**config.mk**
```make
export PLATFORM = sky130hd
export DESIGN_NAME = pipe_stage_chain
export DESIGN_NICKNAME = d
export VERILOG_FILES = /design/src/rtl/pipe_pkg.sv /design/src/rtl/pipe_stage_reg.sv /design/src/rtl/pipe_stage_chain.sv
export SDC_FILE = /design/constraint.sdc
export NUM_CORES = 1
export LEC_CHECK = 0
export ABC_CLOCK_PERIOD_IN_PS = 7000
export BUFFER_PORTS_ARGS = -buffer_cell sky130_fd_sc_hd__buf_2
export CAP_MARGIN = 15
export CORE_ASPECT_RATIO = 1.25
export CORE_MARGIN = 2
export CORE_UTILIZATION = 58
export CTS_BUF_LIST = sky130_fd_sc_hd__clkbuf_2
export DETAILED_ROUTE_END_ITERATION = 12
export PLACE_DENSITY_LB_ADDON = 0.15
export SLEW_MARGIN = 10
export SYNTH_ARGS = -nofsm -noshare
export SYNTH_HDL_FRONTEND = slang
export SYNTH_SLANG_ARGS = --single-unit
```
**constraint.sdc**
```tcl
create_clock -name Clock -period 7 [get_ports Clock]
set_clock_uncertainty 0.05 [all_clocks]
set_input_delay 0.7 -clock Clock [delete_from_list [all_inputs] [get_ports Clock]]
set_output_delay 0.7 -clock Clock [all_outputs]
set_load 0.01 [all_outputs]
```
**src/rtl/pipe_pkg.sv**
```systemverilog
// Shared constants and the per-stage action decode for the pipeline register chain.
package pipe_pkg;

  localparam int DEF_WIDTH = 32;
  localparam int DEF_DEPTH = 4;
  localparam int DEF_CNT_W = 16;
  localparam logic [DEF_CNT_W-1:0] DEF_CNT_MAX = '1;

  typedef enum logic [1:0] {
    ACT_LOAD,
    ACT_HOLD,
    ACT_BUBBLE,
    ACT_FLUSH
  } stage_act_t;

  // Flush beats hold, hold beats bubble, bubble beats load.
  function automatic stage_act_t stage_action(input logic flush, input logic hold,
                                              input logic bubble);
    if (flush)       return ACT_FLUSH;
    else if (hold)   return ACT_HOLD;
    else if (bubble) return ACT_BUBBLE;
    else             return ACT_LOAD;
  endfunction

endpackage

```
**src/rtl/pipe_stage_reg.sv**
```systemverilog
// One pipeline stage register: valid bit plus payload with flush/hold/bubble/load select.
module pipe_stage_reg
  import pipe_pkg::*;
#(
  parameter int WIDTH = DEF_WIDTH
) (
  input  logic             clk,
  input  logic             rst,
  input  logic             flush,
  input  logic             hold,
  input  logic             bubble,
  input  logic             load_valid,
  input  logic [WIDTH-1:0] load_data,
  output logic             valid,
  output logic [WIDTH-1:0] data
);

  always_ff @(posedge clk or posedge rst) begin
    if (rst) begin
      valid <= 1'b0;
      data  <= '0;
    end else begin
      unique case (stage_action(flush, hold, bubble))
        ACT_FLUSH, ACT_BUBBLE: begin
          valid <= 1'b0;
          data  <= '0;
        end
        ACT_HOLD: begin
          valid <= valid;
          data  <= data;
        end
        default: begin
          valid <= load_valid;
          data  <= load_data;
        end
      endcase
    end
  end

endmodule

```
**src/rtl/pipe_stage_chain.sv**
```systemverilog
// DEPTH-stage pipeline register chain with per-stage stall/flush and stall/flush cycle counters.
module pipe_stage_chain
  import pipe_pkg::*;
#(
  parameter int WIDTH = DEF_WIDTH,
  parameter int DEPTH = DEF_DEPTH,
  parameter int CNT_W = DEF_CNT_W
) (
  input  logic             Clock,
  input  logic             Reset,
  input  logic             InValid,
  input  logic [WIDTH-1:0] InData,
  output logic             InReady,
  input  logic [DEPTH-1:0] StallVec,
  input  logic [DEPTH-1:0] FlushVec,
  input  logic             ClearCounters,
  output logic             OutValid,
  output logic [WIDTH-1:0] OutData,
  output logic [DEPTH-1:0] StageValid,
  output logic [CNT_W-1:0] StallCycles,
  output logic [CNT_W-1:0] FlushCycles
);

  localparam logic [CNT_W-1:0] CNT_MAX = '1;

  logic [DEPTH-1:0] hold;
  logic [WIDTH-1:0] stage_data [DEPTH];

  genvar k;
  generate
    for (k = 0; k < DEPTH; k++) begin : g_stage
      // A stall anywhere downstream freezes this stage too.
      assign hold[k] = |StallVec[DEPTH-1:k];

      if (k == 0) begin : g_first
        pipe_stage_reg #(.WIDTH(WIDTH)) u_reg (
          .clk        (Clock),
          .rst        (Reset),
          .flush      (FlushVec[0]),
          .hold       (hold[0]),
          .bubble     (1'b0),
          .load_valid (InValid & InReady),
          .load_data  (InValid ? InData : '0),
          .valid      (StageValid[0]),
          .data       (stage_data[0])
        );
      end else begin : g_next
        pipe_stage_reg #(.WIDTH(WIDTH)) u_reg (
          .clk        (Clock),
          .rst        (Reset),
          .flush      (FlushVec[k]),
          .hold       (hold[k]),
          .bubble     (hold[k-1]),
          .load_valid (StageValid[k-1]),
          .load_data  (stage_data[k-1]),
          .valid      (StageValid[k]),
          .data       (stage_data[k])
        );
      end
    end
  endgenerate

  assign InReady  = ~hold[0];
  assign OutValid = StageValid[DEPTH-1];
  assign OutData  = stage_data[DEPTH-1];

  always_ff @(posedge Clock or posedge Reset) begin
    if (Reset) begin
      StallCycles <= '0;
      FlushCycles <= '0;
    end else if (ClearCounters) begin
      StallCycles <= '0;
      FlushCycles <= '0;
    end else begin
      if (|StallVec && StallCycles != CNT_MAX) StallCycles <= StallCycles + CNT_W'(1);
      if (|FlushVec && FlushCycles != CNT_MAX) FlushCycles <= FlushCycles + CNT_W'(1);
    end
  end

endmodule

```
Word level (Yosys, flattened, before mapping)
Index checks and enable logic that the tools add are counted.
Storage, ports and cells
  flip-flop bits (word level): 164
  bits of input ports: 44
  output and inout bits: 70
  logic and storage cells: 64
Cells by class
  $add $sub $neg: 2
  eq/ne operators: 14
  muxes and demuxes: 24
  bitwise operators: 2
  reduce and logical (&&, ||, !) cells: 12
Operator list (count)
  32-bit one-hot mux with 2 select lines: 4
  16-bit 2-to-1 mux: 4
  16-bit by 1-bit adder with 16-bit output, second input constant: 2
  32-bit 2-to-1 mux: 1
  16-bit != test, second input constant: 2
  2-bit 2-to-1 mux: 10
  2-bit equality test, second input constant: 8
  2-bit OR reduction: 5
  2-bit by 1-bit equality test with 1-bit output, second input constant: 4
  1-bit one-hot mux with 2 select lines: 4
  4-bit OR reduction: 2
  2-bit nonzero test: 2
  3-bit OR reduction: 1
  1-bit logical AND: 2
  1-bit AND: 1
  1-bit 2-to-1 mux: 1
  1-bit inverter: 1

Depth between registers and ports, before layout
Gate-level depths: netlist (run 1).
  depth after elaboration: 7
  depth in mapped cells: 6
  mapped depth without buffers: 5

Hierarchy
Synthesis (run 1) repeated with hierarchy kept, for this count alone.
Second synthesis, totals
  cells, all modules: 637
  area, all modules: 7668.6 sq um
By module, submodules not included
  pipe_stage_reg: instances 4, cells an instance 98, area an instance 1386.3 sq um, seq. area each 825.8 sq um
  pipe_stage_chain: instances 1, cells an instance 245, area an instance 2123.3 sq um, seq. area each 800.8 sq um

Least setup slack after synthesis (run 1)
Ideal clock, no wire load.
  kind: input-to-output
  from: input port StallVec[2]
  to: output port InReady
  arrival time: 1.467 ns
  required time: 6.250 ns
  slack: 4.783 ns
  stages on the path: 3
  buffers on the path: 1
  cell sequence: or4_1 > buf_2 > inv_2
On the way
  word-level cells in the longest chain between the ends: 2
RTL lines
  start, declared: RTL line pipe_stage_chain.sv:14  | input logic [DEPTH-1:0] StallVec,
  4-bit OR reduction: RTL line pipe_stage_chain.sv:33  | assign hold[k] = |StallVec[DEPTH-1:k];
  1-bit inverter: RTL line pipe_stage_chain.sv:63  | assign InReady = ~hold[0];
  end, declared: RTL line pipe_stage_chain.sv:13  | output logic InReady,
Every way passes these cells.

Worst setup path after layout (run 1)
Same ends and word-level chain as after synthesis.

==> summary.txt, run 1 <==
Max Cap Violations -> 0
Switching Share -> 23.9%
Mean Syn Cell Area -> 12.0 um2
Critical Path Start Type -> primary input
worst slew pin tran -> 1.07 ns
XOR/XNOR share of the synthesized area -> 0%
sequential share of power -> 62.6%
Gate power share -> 5.4%
Worst EP required -> 6.25 ns
setup_tns -> 0 ns
Post-CTS Hold Buffers -> 0
Psw -> 0.367 mW
Post-synth EDFFs -> 0
Rows -> 43
final worst-path cycle share -> 38.7%
largest net degree at the start of global routing -> 84
Die Area -> 12200 um2
vias in the first global route -> 4570
post-synth top area cell -> dfrtp_1
outcome -> finished, final reports clean
GR Overflow Total -> 0
Slew Viols, Final -> 0
Seq/Total Area, Yosys -> 62.4%
Die H -> 123 um
nets -> 693
Power Density -> 206 nW/um2
crit path DAT -> 1.96 ns
Final Hold Fails -> 0
RSZ-0062 raised after global routing -> no
top achievable clock speed -> 369 MHz
initial antenna violation count -> 1
Area contributors post-synth -> dfrtp_1, a22o_1, nand2_1
CTS tree -> built
leakage -> 3.70 nW
post-layout min period -> 2.71 ns
Yosys Warn Count -> 0
post-route ant nets -> 0
Starting Density -> 59.4%
largest family of logic cells by synthesized area -> compound AO/OA/AOI/OAI gates
IO Count -> 114
hpwl dp -> 9480 um
complex-gate fraction of the synthesized area -> 21.8%
clk sinks -> 164
Die Width -> 99.3 um
relative slew slack -> 27.9%
share of the synthesized area in the top cell type -> 62.4%
power share of the clock group -> 32.0%
post-CTS setup buffers -> 0
WS Path Type -> primary input to primary output
Placer Congestion -> 0.877
via-per-instance ratio -> 6.02
Clock transition at path regs -> 0.21 ns
mux cell area share after synthesis -> 1.16%
Most used DFF post-synth -> dfrtp_1
Yosys cell types -> 40
CTS resizes -> 0
Initial DRC Count -> 244
Core Area -> 11100 um2
first-pass GRT wire length -> 22500 um
metal2 WL -> 6320 um
Port Buf Inserts -> 113
fillcell total -> 866
number of CTS-inserted buffers -> 17
worst min path class -> primary input to asynchronous set/reset pin
Metal-1 WL -> 5930 um
Post-synth ARST share -> 100%
GR Util All Layers -> 23.2%
internal cell power -> 1.17 mW
crit path capture type -> primary output
clock tree buffer depth -> 2
Root Buffer -> clkbuf_2
WL per Instance -> 16.8 um
synthesized area -> 6580 um2
Clk Latency, worst-skew pair -> 0.67 ns
H-tree lvl count -> 4
post-synthesis net count -> 595
Tot Pwr -> 1.54 mW
final setup fails -> 0
Synth Register Bits -> 164
Layout area overhead -> 13.3%
top routing layer in use -> met4
drt pass-1 iters -> 5
routed wl met3 -> 922 um
share of layout cells above drive strength 1 -> 25.4%
Peak VDD IR -> 0.105 mV
Routed Wire Length -> 13400 um
Post-Synth Adder-Cell Area -> 0.380%
vias post-DR -> 4778
Max FO, Critical Path -> 10
fin util -> 67.3%
Synth Area in Simple Gates -> 11.0%
Mapped Cells -> 549
DRC viols -> 0
## power groups by stage
stage | clock (mW) | sequential, mW | combinational, mW
floorplan | 0 | 0.978 | 0.0495
global placement | 0 | 0.978 | 0.0817
detailed placement | 0 | 0.978 | 0.0845
CTS | 0.504 | 0.961 | 0.0847
global route | 0.544 | 0.964 | 0.0950
finish | 0.491 | 0.962 | 0.0834
## critical path, stage by stage
cell,delay (ns)
buf_2,0.13
or4_1,0.76
inv_2,0.21
buf_2,0.15
## cells by family after synthesis
logic type	Yosys count
AO/OA/AOI/OAI	188
adder cells (fa/ha/maj)	2
buffers and inverters	49
flip-flops	164
multiplexers	7
AND/OR/NAND/NOR	139
## placed cells by master (no fill, tap or decap), types with 2 or more instances in the layout
| master | Yosys | routed |
|---|---|---|
| nor2b_1 | 7 | 6 |
| a31oi_1 | 4 | 4 |
| nor2_2 | 0 | 2 |
| o311ai_0 | 4 | 4 |
| nand3_1 | 8 | 8 |
| mux2i_1 | 2 | 2 |
| clkinv_1 | 0 | 3 |
| nor4_2 | 3 | 3 |
| clkinv_2 | 0 | 3 |
| o21ai_0 | 27 | 27 |
| buf_4 | 7 | 6 |
| bufinv_16 | 0 | 3 |
| buf_2 | 4 | 113 |
| nor3_1 | 8 | 7 |
| mux2_2 | 5 | 5 |
| nand4_1 | 11 | 11 |
| a22o_1 | 111 | 111 |
| clkbuf_2 | 0 | 18 |
| o211ai_1 | 2 | 2 |
| dfrtp_1 | 164 | 164 |
| a41oi_1 | 2 | 2 |
| nand2_1 | 57 | 57 |
| ha_1 | 2 | 2 |
| inv_1 | 7 | 6 |
| and4_1 | 2 | 2 |
| or3_1 | 3 | 3 |
| clkinvlp_4 | 0 | 2 |
| and3_1 | 3 | 3 |
| or2_2 | 2 | 2 |
| or4_1 | 13 | 13 |
| o41ai_1 | 4 | 4 |
| nor2_1 | 16 | 13 |
| o31ai_1 | 9 | 9 |
| a21oi_1 | 22 | 22 |
## registers in the layout (all words and copies together), names as in the netlist
signal,cells
g_stage.g_first.u_reg.valid,1
FlushCycles,16
g_stage.g_next.u_reg.data,96
g_stage.g_next.u_reg.valid,3
g_stage.g_first.u_reg.data,32
StallCycles,16
## path summary, 6_finish.rpt
| path | slack [ns] | start | cells after the start | endpoint |
|---|---|---|---|---|
| worst max-delay path | 4.29 | StallVec[2] | 4 | InReady |
| worst max register to register | 4.49 | StallCycles[0] | 5 | StallCycles[0] |
| worst min-delay path | 0.07 | Reset | 2 | FlushCycles[11] |
| max in group asynchronous | 5.34 | Reset | 3 | g_stage[2].g_next.u_reg.data[13] |
| worst min register to register | 0.45 | g_stage[2].g_next.u_reg.data[13] | 1 | g_stage[3].g_next.u_reg.data[13] |
| min in group Clock | 0.18 | InData[1] | 2 | g_stage[0].g_first.u_reg.data[1] |
## through the flow
| step | area [um2] | worst slack (ns) | cells | hold slack, ns |
|---|---|---|---|---|
| floorplan | 6580 | 1.82 | 549 | 0.400 |
| global placement | 7200 | 4.04 | 762 | 0.414 |
| detailed placement | 7200 | 3.99 | 762 | 0.424 |
| CTS | 7430 | 4.32 | 792 | 0.0515 |
| global route | 7460 | 4.26 | 794 | 0.0655 |
| finish | 7460 | 4.29 | 794 | 0.0692 |
## synth_stat cells (all sizes together), types with 3 or more instances
cell,n
nand2,57
a31oi,4
nor2,16
a22o,111
nor2b,7
o41ai,4
or3,3
clkbuf,27
o21ai,27
o311ai,4
mux2,5
nor4,4
or4,14
dfrtp,164
nand4,11
buf,14
nand3,8
nor3,8
and3,3
inv,8
a21oi,22
o31ai,9
## final cells by class
| cell class | instances | area, um2 | area share (%) |
|---|---|---|---|
| timing repair buffer | 120 | 622 | 8.34 |
| multi-input combinational | 336 | 2290 | 30.8 |
| tap | 135 | 169 | 2.27 |
| clock buffer | 18 | 90.1 | 1.21 |
| clock inverter | 12 | 140 | 1.88 |
| antenna | 1 | 2.50 | 0.0336 |
| inverter | 8 | 35.0 | 0.470 |
| sequential | 164 | 4100 | 55.0 |
## layer usage
layer | global-route usage (%) | up-vias
li1 | - | 2277
met4 | 7.88 | 0
met3 | 7.18 | 17
met5 | 0 | -
met2 | 35.8 | 145
met1 | 31.9 | 2339
(Power assumes the default switching activity.)
==> run 2: changes to the inputs <==
ABC_CLOCK_PERIOD_IN_PS = 2700   (was 7000)
clock period = 2.7 ns   (was 7 ns; I/O delays follow)
==> run 2 against run 1 <==
Effect of this change:
- clock power is 140% higher
- register-to-register slack worse by 4.0 ns
- combinational power grew to 3.3 times the previous value
- die area is the same
- sequential share of layout area down 3.3 points
- flip-flop and latch count unchanged
- critical path depth grew 1
- via count up 5.8%
- critical endpoint unchanged
- largest cell class unchanged
- largest power group unchanged
==> summary.txt, run 2 (synthesis gave the netlist of run 1 again) <==
outcome -> finished, final reports clean
final setup fails -> 0
post-route ant nets -> 0
Psw -> 0.973 mW
final worst-path cycle share -> 85.8%
Power Density -> 500 nW/um2
Peak VDD IR -> 0.299 mV
Slew Viols, Final -> 0
Die Area -> 12200 um2
crit path capture type -> primary output
Die Width -> 99.3 um
vias post-DR -> 5053
Max Cap Violations -> 0
Starting Density -> 59.4%
Max FO, Critical Path -> 10
Non-Filler Instances -> 843
post-layout min period -> 2.32 ns
Top reg by flops -> g_stage.g_next.u_reg.data
Placer Congestion -> 0.936
hpwl dp -> 9950 um
largest net degree at the start of global routing -> 49
clock tree buffer depth -> 2
Layout area overhead -> 20.4%
Clock transition at path regs -> 0.18 ns
sequential share of power -> 62.9%
Regs by FF count -> g_stage.g_next.u_reg.data: 96 flops, g_stage.g_first.u_reg.data: 32 flops
IO Count -> 114
setup_tns -> 0 ns
number of CTS-inserted buffers -> 17
Clk Latency, worst-skew pair -> 0.69 ns
Placed Cells -> 772
worst slew pin tran -> 0.893 ns
commonest cells after routing, fill and taps aside -> dfrtp_1, buf_2, a22o_1
WS Path Type -> primary input to primary output
crit-path cells -> dlygate4sd3_1, buf_2, or4_1, inv_2, buf_2
nets -> 742
share of layout cells above drive strength 1 -> 25.0%
Switching Share -> 24.5%
worst path buffer plus inverter count -> 4
Rows -> 43
Gate power share -> 7.0%
Initial DRC Count -> 241
Core Area -> 11100 um2
first-pass GRT wire length -> 24200 um
Top delay family on crit path -> buffers and inverters
most used cell, CP -> buf_2
Worst path slowest cell -> or4_1
relative slew slack -> 40.2%
Worst EP required -> 2.38 ns
GR Overflow Total -> 0
via-per-instance ratio -> 5.99
leakage -> 3.91 nW
max FFs per register -> 96
H-tree lvl count -> 4
DRC viols -> 0
worst min path class -> primary input to flop
Root Buffer -> clkbuf_2
Port Buf Inserts -> 113
crit path DAT -> 2.00 ns
drt pass-1 iters -> 5
clk sinks -> 164
WL per Instance -> 16.9 um
CTS tree -> built
Critical Path Start Type -> primary input
CTS resizes -> 0
Die H -> 123 um
fin util -> 71.5%
vias in the first global route -> 4966
RSZ-0062 raised after global routing -> no
GR Util All Layers -> 24.9%
initial antenna violation count -> 1
power share of the clock group -> 30.1%
internal cell power -> 2.99 mW
Routed Wire Length -> 14200 um
commonest non-fill, non-tap cell in the layout -> dfrtp_1
top achievable clock speed -> 431 MHz
max incr delay on CP -> 0.69 ns
post-CTS setup buffers -> 0
Post-CTS Hold Buffers -> 40
Final Hold Fails -> 0
-- run 2: changes by cell type in the layout (fill, tap and decap cells not counted) --
cell	before	now
clkinvlp_4	2	4
clkinv_1	3	2
clkbuf_2	18	19
dlygate4sd3_1	0	40
nor2_4	1	0
inv_6	1	0
nor2b_2	0	1
buf_4	6	13
buf_6	1	0
nor2b_4	1	0
buf_12	0	3
nor2_2	2	3
bufinv_16	3	2
-- run 2: worst paths after layout --
path,startpoint,to,slack (ns),cells after the start
worst min register to register,g_stage[2].g_next.u_reg.data[24],g_stage[3].g_next.u_reg.data[24],0.45,1
min in group asynchronous,Reset,FlushCycles[12],0.15,3
worst max-delay path,StallVec[1],InReady,0.38,5
worst min-delay path,FlushVec[0],FlushCycles[2],0.12,5
worst max register to register,FlushCycles[1],FlushCycles[0],0.47,6
max in group asynchronous,Reset,g_stage[2].g_next.u_reg.data[16],1.76,4
-- run 2: routing by layer --
layer | vias to the layer above | part of all wire, % | GRT usage [%]
li1 | 2366 | - | -
met1 | 2473 | 43 | 34.1
met2 | 194 | 49 | 40.1
met3 | 20 | 5.6 | 5.54
met4 | 0 | 1.6 | 8.30
met5 | - | 0 | 0
-- run 2: layout make-up --
cell class | count | area [um2]
inverters | 8 | 33.8
fillers | 813 | 3160
clock buffers | 19 | 95.1
flip-flops and latches | 164 | 4100
diodes | 1 | 2.50
repair buffers | 169 | 1120
multi-input cells | 336 | 2280
well taps | 135 | 169
clock inverters | 11 | 114
-- run 2: stage by stage --
| step | setup slack [ns] | instance area, um2 | total power [mW] | hold WS [ns] |
|---|---|---|---|---|
| 2_1_floorplan | 0.295 | 6590 | 2.67 | 0.353 |
| 3_3_place_gp | 0.703 | 7310 | 2.76 | 0.359 |
| 3_5_place_dp | 0.587 | 7310 | 2.77 | 0.375 |
| 4_1_cts | 0.389 | 7920 | 4.01 | 0.0519 |
| 5_1_grt | 0.263 | 7930 | 4.15 | 0.0727 |
| 6_report | 0.382 | 7930 | 3.97 | 0.123 |
-- run 2: power by group through the flow --
stage / Sequential [mW] / Combinational (mW) / Clock (mW)
floorplan: 2.54 / 0.129 / 0
global placement: 2.53 / 0.225 / 0
detailed placement: 2.54 / 0.234 / 0
CTS: 2.49 / 0.278 / 1.24
global route: 2.50 / 0.307 / 1.34
finish: 2.49 / 0.276 / 1.20
-- run 2: worst register-to-register path, stage by stage (launching register included) --
cell and delay [ns]:
dfrtp_1 0.49, ha_1 0.32, nand3_1 0.15, nor3_1 0.40, buf_4 0.25, a21oi_1 0.12
mux2_2 0.33
==> run 3: changes to the inputs <==
MAX_ROUTING_LAYER = met4   (was not set)
==> run 3 against run 2 <==
Effect of this change:
- critical path depth unchanged
- hold slack worse by 0.011 ns
- clock power about the same
- first-iteration DRC count down 8.3%
==> summary.txt, run 3 (synthesis gave the netlist of run 1 again) <==
GR Overflow Total -> 0
crit path capture type -> primary output
Die Area -> 12200 um2
final worst-path cycle share -> 85.6%
Peak VDD IR -> 0.301 mV
Top reg by flops -> g_stage.g_next.u_reg.data
via-per-instance ratio -> 6.00
Die H -> 123 um
CTS resizes -> 0
WS Path Type -> primary input to primary output
Post-DP Area -> 7310 um2
Hold Path Cell Cnt -> 5
Tot Pwr -> 3.97 mW
flop-to-flop setup slack -> 0.48 ns
Worst EP required -> 2.38 ns
clock tree buffer depth -> 2
Core Area -> 11100 um2
CTS tree -> built
DRC viols -> 0
sequential share of power -> 62.9%
Max FO, Critical Path -> 10
number of CTS-inserted buffers -> 17
worst min path class -> primary input to flop
Clock transition at path regs -> 0.19 ns
H-tree lvl count -> 4
outcome -> finished, final reports clean
RSZ-0062 raised after global routing -> no
Psw -> 0.974 mW
setup_tns -> 0 ns
Root Buffer -> clkbuf_2
Starting Density -> 59.4%
Max Cap Violations -> 0
Die Width -> 99.3 um
final setup fails -> 0
commonest non-fill, non-tap cell in the layout -> dfrtp_1
Slew Viols, Final -> 0
Post-CTS Hold Buffers -> 40
Setup WS pre-CTS -> 0.587 ns
Clk Latency, worst-skew pair -> 0.70 ns
final worst slack -> 0.388 ns
relative slew slack -> 41.1%
post-layout min period -> 2.31 ns
drt pass-1 iters -> 5
Layout area overhead -> 20.4%
R2R depth -> 6
share of layout cells above drive strength 1 -> 25.0%
first-pass GRT wire length -> 24300 um
Regs by FF count -> g_stage.g_next.u_reg.data: 96 flops, g_stage.g_first.u_reg.data: 32 flops
Initial DRC Count -> 221
final instance area -> 7930 um2
Power Density -> 501 nW/um2
initial antenna violation count -> 1
IO Count -> 114
Switching Share -> 24.6%
worst slew pin tran -> 0.880 ns
post-CTS setup buffers -> 0
GR Util All Layers -> 25.7%
hpwl dp -> 9950 um
max FFs per register -> 96
fillcell total -> 813
FF-to-FF Start -> FlushCycles[1]
reg-to-reg endpoint -> FlushCycles[0]
leakage -> 3.91 nW
hold_ws -> 0.112 ns
hold endpoint -> FlushCycles[2]
crit path DAT -> 1.99 ns
Routed Wire Length -> 14300 um
power share of the clock group -> 30.2%
Gate power share -> 7.0%
Port Buf Inserts -> 113
top achievable clock speed -> 432 MHz
commonest cells after routing, fill and taps aside -> dfrtp_1, buf_2, a22o_1
Hold Startpoint -> FlushVec[0]
vias post-DR -> 5058
clk sinks -> 164
Critical Path Start Type -> primary input
Placer Congestion -> 0.953
Rows -> 43
post-route ant nets -> 0
Final Hold Fails -> 0
WL per Instance -> 16.9 um
internal cell power -> 2.99 mW
vias in the first global route -> 4953
largest net degree at the start of global routing -> 49
nets -> 742
==> run 3: cell counts in the layout (fill, tap and decap cells not counted) <==
No cell type changed its count.
==> run 3: cell type report <==
cell class | instances | area [um2] | area share [%]
multi-input cells | 336 | 2280 | 28.8
clock inverters | 11 | 114 | 1.44
flip-flops and latches | 164 | 4100 | 51.8
clock buffers | 19 | 95.1 | 1.20
repair buffers | 169 | 1120 | 14.2
diodes | 1 | 2.50 | 0.0316
well taps | 135 | 169 | 2.13
inverters | 8 | 33.8 | 0.426
==> run 3: power groups by stage <==
stage / Sequential [mW] / Clock [mW] / Combinational, mW
2_1_floorplan: 2.54 / 0 / 0.129
3_3_place_gp: 2.53 / 0 / 0.225
3_5_place_dp: 2.54 / 0 / 0.234
4_1_cts: 2.49 / 1.24 / 0.278
5_1_grt: 2.50 / 1.34 / 0.307
6_report: 2.49 / 1.20 / 0.276
==> run 3: worst max path at each step <==
stage / depth (start not counted) / slack (ns) / from / endpoint
2_1_floorplan: 1 / 0.30 / Reset / FlushCycles[0]
3_3_place_gp: 5 / 0.70 / StallVec[2] / g_stage[0].g_first.u_reg.data[25]
3_5_place_dp: 6 / 0.59 / FlushCycles[0] / FlushCycles[0]
4_1_cts: 5 / 0.39 / StallVec[1] / InReady
5_1_grt: 6 / 0.26 / FlushCycles[1] / FlushCycles[0]
6_report: 5 / 0.39 / StallVec[1] / InReady
==> run 3: through the flow <==
stage / cells / utilization (%)
CTS: 842 / 71.5
global placement: 772 / 66.0
global route: 843 / 71.5
detailed placement: 772 / 66.0
floorplan: 549 / -
finish: 843 / 71.5
==> run 3: critical path: stages <==
cell           delay [ns]
dlygate4sd3_1        0.55
buf_2                0.15
or4_1                0.69
inv_2                0.17
buf_2                0.15
==> run 3: per-layer routing <==
| metal | wire, um | vias to the layer above | GRT usage, % |
|---|---|---|---|
| met5 | 0 | - | - |
| li1 | - | 2371 | - |
| met2 | 7010 | 189 | 40.1 |
| met1 | 6240 | 2476 | 34.7 |
| met3 | 780 | 22 | 4.75 |
| met4 | 242 | 0 | 8.30 |
